--- config.mk ---
export PLATFORM = sky130hd
export DESIGN_NAME = ram_port_arbiter_flat
export DESIGN_NICKNAME = d
export VERILOG_FILES = /design/src/rtl/ram_port_arbiter_if.sv /design/src/rtl/ram_port_arbiter.sv /design/src/flat_wrapper.sv
export SDC_FILE = /design/constraint.sdc
export NUM_CORES = 1
export LEC_CHECK = 0
export CAP_MARGIN = 0
export CORE_MARGIN = 4
export CORE_UTILIZATION = 40
export CTS_CLUSTER_SIZE = 28
export DETAILED_ROUTE_END_ITERATION = 7
export GPL_TIMING_DRIVEN = 0
export PLACE_DENSITY = 0.76
export SKIP_CTS_REPAIR_TIMING = 1
export SLEW_MARGIN = 20
export SYNTH_ARGS = -nofsm -noshare
export SYNTH_HDL_FRONTEND = slang
export SYNTH_SLANG_ARGS = --single-unit
--- constraint.sdc ---
create_clock -name clk -period 1.7 [get_ports clk]
set_input_delay 0.255 -clock clk [delete_from_list [all_inputs] [get_ports clk]]
set_output_delay 0.255 -clock clk [all_outputs]
set_load 0.05 [all_outputs]
--- src/rtl/ram_port_arbiter_if.sv ---
// Requester-side bus for ram_port_arbiter: two valid/grant ports with read return.
// m0_lock exists only when ARB_LOCK_EN is defined.
interface ram_port_arbiter_if #(
    parameter int ADDR_W = 8,
    parameter int DATA_W = 8
);
    logic              m0_req;
    logic              m0_we;
    logic [ADDR_W-1:0] m0_addr;
    logic [DATA_W-1:0] m0_wdata;
    logic              m0_gnt;
    logic [DATA_W-1:0] m0_rdata;
    logic              m0_rvalid;
    logic              m1_req;
    logic              m1_we;
    logic [ADDR_W-1:0] m1_addr;
    logic [DATA_W-1:0] m1_wdata;
    logic              m1_gnt;
    logic [DATA_W-1:0] m1_rdata;
    logic              m1_rvalid;
`ifdef ARB_LOCK_EN
    logic              m0_lock;
`endif

    modport master (
        output m0_req, m0_we, m0_addr, m0_wdata,
        input  m0_gnt, m0_rdata, m0_rvalid,
        output m1_req, m1_we, m1_addr, m1_wdata,
        input  m1_gnt, m1_rdata, m1_rvalid
`ifdef ARB_LOCK_EN
        , output m0_lock
`endif
    );

    modport slave (
        input  m0_req, m0_we, m0_addr, m0_wdata,
        output m0_gnt, m0_rdata, m0_rvalid,
        input  m1_req, m1_we, m1_addr, m1_wdata,
        output m1_gnt, m1_rdata, m1_rvalid
`ifdef ARB_LOCK_EN
        , input m0_lock
`endif
    );
endinterface

--- src/rtl/ram_port_arbiter.sv ---
// Two-port round-robin arbiter in front of RAM256x8 with registered strobes and read return.
// Optional ARB_LOCK_EN lets port 0 hold the RAM exclusively for read-modify-write.
module ram_port_arbiter #(
    parameter int ADDR_W = 8,
    parameter int DATA_W = 8
) (
    input  logic              clk,
    input  logic              reset,
    ram_port_arbiter_if.slave bus,
    output logic              ram_n_cs,
    output logic              ram_n_oe,
    output logic              ram_n_we,
    output logic [ADDR_W-1:0] ram_address,
    output logic [DATA_W-1:0] ram_data_in,
    input  logic [DATA_W-1:0] ram_data_out
);
    localparam logic [0:0] IDLE   = 1'b0;
    localparam logic [0:0] ACCESS = 1'b1;

    logic [0:0]              state;
    logic                    last_gnt;
    logic                    rd_pend;
    logic                    rd_port;
    logic                    lock_hold;
    logic                    gnt0, gnt1, xfer;
    logic                    sel_we;
    logic [ADDR_W-1:0]       sel_addr;
    logic [DATA_W-1:0]       sel_wdata;
    logic [1:0][DATA_W-1:0]  rdata_q;
    logic [1:0]              rvalid_q;

`ifdef ARB_LOCK_EN
    logic lock_q;
    // Lock arms on a port 0 transfer with m0_lock high and releases the cycle after m0_lock drops.
    always_ff @(posedge clk or posedge reset) begin
        if (reset) lock_q <= 1'b0;
        else       lock_q <= lock_q ? bus.m0_lock : (gnt0 && bus.m0_lock);
    end
    assign lock_hold = lock_q;
`else
    assign lock_hold = 1'b0;
`endif

    // last_gnt = 1 means port 1 was granted most recently, so port 0 wins a tie.
    always_comb begin
        gnt0      = bus.m0_req && (lock_hold || !bus.m1_req || last_gnt);
        gnt1      = bus.m1_req && !lock_hold && (!bus.m0_req || !last_gnt);
        xfer      = gnt0 || gnt1;
        sel_we    = gnt1 ? bus.m1_we    : bus.m0_we;
        sel_addr  = gnt1 ? bus.m1_addr  : bus.m0_addr;
        sel_wdata = gnt1 ? bus.m1_wdata : bus.m0_wdata;
    end

    assign bus.m0_gnt    = gnt0;
    assign bus.m1_gnt    = gnt1;
    assign bus.m0_rdata  = rdata_q[0];
    assign bus.m1_rdata  = rdata_q[1];
    assign bus.m0_rvalid = rvalid_q[0];
    assign bus.m1_rvalid = rvalid_q[1];

    always_ff @(posedge clk or posedge reset) begin
        if (reset) begin
            state       <= IDLE;
            last_gnt    <= 1'b1;
            rd_pend     <= 1'b0;
            rd_port     <= 1'b0;
            ram_n_cs    <= 1'b1;
            ram_n_oe    <= 1'b1;
            ram_n_we    <= 1'b1;
            ram_address <= '0;
            ram_data_in <= '0;
            rdata_q     <= '0;
            rvalid_q    <= '0;
        end else begin
            state    <= xfer ? ACCESS : IDLE;
            ram_n_cs <= !xfer;
            ram_n_we <= !(xfer && sel_we);
            ram_n_oe <= !(xfer && !sel_we);
            rd_pend  <= xfer && !sel_we;
            if (xfer) begin
                ram_address <= sel_addr;
                last_gnt    <= gnt1;
                rd_port     <= gnt1;
                if (sel_we) ram_data_in <= sel_wdata;
            end
            // Read data is sampled at the end of the ACCESS cycle that drove n_oe low.
            rvalid_q <= '0;
            if (state == ACCESS && rd_pend) begin
                rvalid_q[rd_port] <= 1'b1;
                rdata_q[rd_port]  <= ram_data_out;
            end
        end
    end
endmodule

--- src/flat_wrapper.sv ---
// flat-port wrapper written by rule: the top's interface ports become plain ports
module ram_port_arbiter_flat 
#(
    parameter int ADDR_W = 8,
    parameter int DATA_W = 8
)
  (clk, reset, ram_n_cs, ram_n_oe, ram_n_we, ram_address, ram_data_in, ram_data_out, bus_m0_req, bus_m0_we, bus_m0_addr, bus_m0_wdata, bus_m0_gnt, bus_m0_rdata, bus_m0_rvalid, bus_m1_req, bus_m1_we, bus_m1_addr, bus_m1_wdata, bus_m1_gnt, bus_m1_rdata, bus_m1_rvalid);
  ram_port_arbiter_if #(.ADDR_W(ADDR_W), .DATA_W(DATA_W)) bus_i ();
  input  logic clk;
  input  logic reset;
  output logic ram_n_cs;
  output logic ram_n_oe;
  output logic ram_n_we;
  output logic [ADDR_W-1:0] ram_address;
  output logic [DATA_W-1:0] ram_data_in;
  input  logic [DATA_W-1:0] ram_data_out;
  input wire logic [$bits(bus_i.m0_req)-1:0] bus_m0_req;
  input wire logic [$bits(bus_i.m0_we)-1:0] bus_m0_we;
  input wire logic [$bits(bus_i.m0_addr)-1:0] bus_m0_addr;
  input wire logic [$bits(bus_i.m0_wdata)-1:0] bus_m0_wdata;
  output wire logic [$bits(bus_i.m0_gnt)-1:0] bus_m0_gnt;
  output wire logic [$bits(bus_i.m0_rdata)-1:0] bus_m0_rdata;
  output wire logic [$bits(bus_i.m0_rvalid)-1:0] bus_m0_rvalid;
  input wire logic [$bits(bus_i.m1_req)-1:0] bus_m1_req;
  input wire logic [$bits(bus_i.m1_we)-1:0] bus_m1_we;
  input wire logic [$bits(bus_i.m1_addr)-1:0] bus_m1_addr;
  input wire logic [$bits(bus_i.m1_wdata)-1:0] bus_m1_wdata;
  output wire logic [$bits(bus_i.m1_gnt)-1:0] bus_m1_gnt;
  output wire logic [$bits(bus_i.m1_rdata)-1:0] bus_m1_rdata;
  output wire logic [$bits(bus_i.m1_rvalid)-1:0] bus_m1_rvalid;
  assign bus_i.m0_req = bus_m0_req;
  assign bus_i.m0_we = bus_m0_we;
  assign bus_i.m0_addr = bus_m0_addr;
  assign bus_i.m0_wdata = bus_m0_wdata;
  assign bus_m0_gnt = bus_i.m0_gnt;
  assign bus_m0_rdata = bus_i.m0_rdata;
  assign bus_m0_rvalid = bus_i.m0_rvalid;
  assign bus_i.m1_req = bus_m1_req;
  assign bus_i.m1_we = bus_m1_we;
  assign bus_i.m1_addr = bus_m1_addr;
  assign bus_i.m1_wdata = bus_m1_wdata;
  assign bus_m1_gnt = bus_i.m1_gnt;
  assign bus_m1_rdata = bus_i.m1_rdata;
  assign bus_m1_rvalid = bus_i.m1_rvalid;
  ram_port_arbiter #(.ADDR_W(ADDR_W), .DATA_W(DATA_W)) u_core (.clk(clk), .reset(reset), .bus(bus_i), .ram_n_cs(ram_n_cs), .ram_n_oe(ram_n_oe), .ram_n_we(ram_n_we), .ram_address(ram_address), .ram_data_in(ram_data_in), .ram_data_out(ram_data_out));
endmodule
==> results of run 1 <==
power groups by stage:
stage	sequential [mW]	combinational, mW	clock, mW
final	1.30	1.70	0.691
after global routing	1.32	1.77	0.750
after CTS	1.31	1.68	0.707
after detailed placement	1.32	1.68	0
after global placement	1.31	1.65	0
after floorplan	2.03	0.343	0
worst max-delay path, delay by kind of cell, from the launching register on:
family	cells	cell delay, ns
simple gates	2	0.14
flops	1	0.57
buf+inv	5	0.52
logic make-up (layout without fill, tap and decap cells):
family | count (synthesis) | after routing | synth area share, %
flip-flops | 41 | 41 | 59.67
buffers and inverters | 14 | 113 | 4.345
AND/OR/NAND/NOR | 23 | 23 | 6.010
multiplexers | 34 | 34 | 23.90
AO/OA/AOI/OAI | 13 | 13 | 6.083
worst max-delay path by stage:
| stage | end | slack, ns | depth (start not counted) |
|---|---|---|---|
| after floorplan | u_core.ram_data_in[7] | 0.15 | 6 |
| after global placement | bus_m0_gnt | -0.63 | 6 |
| after detailed placement | bus_m0_gnt | -0.70 | 6 |
| after CTS | bus_m0_gnt | -0.79 | 5 |
| after global routing | bus_m1_gnt | -0.13 | 7 |
| final | bus_m1_gnt | -0.08 | 7 |
metal layers:
layer	vias to the layer above	share of wire [%]	global-route usage, %
met2	59	52	29.33
li1	627	-	-
met5	-	0	0
met3	5	8.7	6.293
met1	687	39	20.12
met4	0	0.64	3.622
synth_stat cells:
library cell  number
dfrtp_1           37
mux2_2            26
nand2_1           15
inv_1              8
mux2_4             8
a32oi_1            6
dfstp_2            4
nand3_1            4
a22oi_1            2
buf_6              2
a32o_1             1
buf_2              1
buf_4              1
clkbuf_1           1
inv_4              1
nand2_2            1
nand2_4            1
nand2b_1           1
nor2_1             1
o21a_1             1
o21ai_0            1
o22a_1             1
o22ai_1            1
registers in the layout, summed over array words and instances (netlist names):
register	cells
u_core.rvalid_q	2
u_core.ram_n_oe	1
u_core.bus.m0_rdata	8
u_core.ram_n_cs	1
u_core.state	1
u_core.ram_address	8
u_core.rd_pend	1
u_core.rd_port	1
u_core.bus.m1_rdata	8
u_core.last_gnt	1
u_core.ram_n_we	1
u_core.ram_data_in	8
through the flow:
step / cell area [sq um] / power, mW / setup slack [ns] / hold slack (ns) / util, %
2_1_floorplan: 1728 / 2.377 / 0.1503 / 0.3441 / -
3_3_place_gp: 2621 / 2.955 / -0.6270 / 0.4583 / 64.15
3_5_place_dp: 2649 / 2.999 / -0.6982 / 0.4647 / 64.82
4_1_cts: 2750 / 3.694 / -0.7852 / 0.2533 / 67.30
5_1_grt: 2940 / 3.846 / -0.1340 / 0.2651 / 71.95
6_report: 2940 / 3.687 / -0.07716 / 0.2736 / 71.95
layout make-up:
class	instances	area, sq um
buffer	5	48.80
timing repair buffer	91	1020
clock buffer	7	96.34
sequential	41	1031
clock inverter	1	5.005
inverter	9	41.29
tap	50	62.56
fill	272	1146
multi-input combinational	70	635.6
==> results.json, run 1 <==
{
  "initialDrtViolationCount": 36,
  "synth_cell_types": 23,
  "power_switching_mw": 1.453,
  "synth_largest_area_cell": "dfrtp_1",
  "critical_path.slowest_cell": "dfstp_2",
  "min_period_over_period_pct": 104.5,
  "syn_area_sq_um": 1728,
  "setup_ws_ns": -0.07716,
  "synth.net_count": 171,
  "reg2reg_slack_ns": -0.07,
  "cp-startpoint": "u_core.last_gnt",
  "reg2reg_depth": 8,
  "drt-vias-per-instance": 5.029,
  "r2r_start": "u_core.last_gnt",
  "vdd_ir_drop_max_mv": 0.7034,
  "path_cells": "buf_4 -> buf_6 -> nand2_4 -> nand2_4 -> inv_8 -> buf_8 -> buf_8",
  "numPortBuffers": 83,
  "dieWidth_um": 73.73,
  "setup.worst_path.class": "flop to primary output",
  "grt_pass1_wl_um": 7017,
  "setup_violations": 12,
  "hold_viol_final": 0,
  "ys_warn_count": 0,
  "hold_end": "u_core.last_gnt",
  "period_minus_slack_ns": 1.777,
  "layout.nets": 269,
  "syn_inst": 125,
  "ys_seq_area_share_pct": 59.67,
  "area_growth_syn_to_layout_pct": 70.17,
  "drc": 0,
  "arrival_ns": 1.52,
  "layout_commonest_cell": "clkdlybuf4s50_1",
  "final_cell_mix": "43 x clkdlybuf4s50_1, 38 x dlymetal6s2s_1, 37 x dfrtp_1",
  "core_sq_um": 4086,
  "dp_hpwl_um": 3272,
  "drv_cap": 0,
  "clk_path_buf_depth": 2,
  "leakage_nw": 1.625,
  "die_area_sq_um": 5435,
  "swShare_pct": 39.40,
  "skew_ns": 0.007383,
  "num_vias": 1378,
  "rows": 23,
  "synth_top_area_share_pct": 53.58,
  "start_util_pct": 42.28,
  "dp.cells": 259,
  "p_int_mw": 2.234,
  "instances_no_fill": 274,
  "diodes": 0,
  "final.setup.tns_ns": -0.6393,
  "gp_congestion": 0.7568,
  "wirelength_um": 4506,
  "rr_endpoint": "u_core.ram_data_in[4]",
  "crit_fanout": 9,
  "cts_tree": "built",
  "violations": "negative setup slack",
  "netlist_top_cells_area": "dfrtp_1 54%, mux2_2 17%, mux2_4 7.0%",
  "critical_path.startpoint_type": "flop",
  "timing.fmax_ghz": 0.5627,
  "avgSynthCellArea_sq_um": 13.82,
  "ant_nets": 0,
  "grt_max_degree": 23,
  "dr.pass1.iters": 4,
  "powerDensity_nw_per_um2": 1254,
  "slew_headroom_pct": 64.26,
  "wire_per_inst_um": 16.45,
  "power_frac_seq_pct": 35.1,
  "min_path_cells": 3,
  "status": "complete, but fails checks",
  "cts.clk_slew.worst_paths_ns": 0.08,
  "fp.dieH_um": 73.73,
  "critical-path-max-stage-delay_ns": 0.57,
  "p_clk_share_pct": 18.7,
  "ys_ff_latch": 41,
  "hp-start": "bus_m0_req",
  "cts_buffers": 5,
  "grt_overflow": 0,
  "track_usage_pct": 16.98,
  "root_buffer": "clkbuf_8",
  "tightest_slew_ns": 0.5353,
  "ios": 85,
  "power_frac_comb_pct": 46.1,
  "grt_pass1_vias": 1468,
  "cts_sinks": 41,
  "critPathCaptureType": "primary output",
  "rsz0062_at_grt": "true",
  "maxSlewViolCount": 0,
  "htreeDepth": 2,
  "grt_antenna_before_repair": 0,
  "hold_path.class": "input port to flop",
  "clk_latency_ns": 0.29,
  "required_ns": 1.44,
  "drive_gt1_share_pct": 29.91
}
No activity file was read; power rests on OpenSTA's default activity.
==> run 2: changes to the inputs <==
ABC_CLOCK_PERIOD_IN_PS = 1700   (was unset)
==> results of run 2 <==
The final DEF is identical to that of run 1; final timing and power are the same.
==> run 3: changes to the inputs <==
ABC_AREA = 0   (was unset)
SLEW_MARGIN = 25   (was 20)
==> results of run 3 <==
The final DEF is identical to that of run 1; final timing and power are the same.
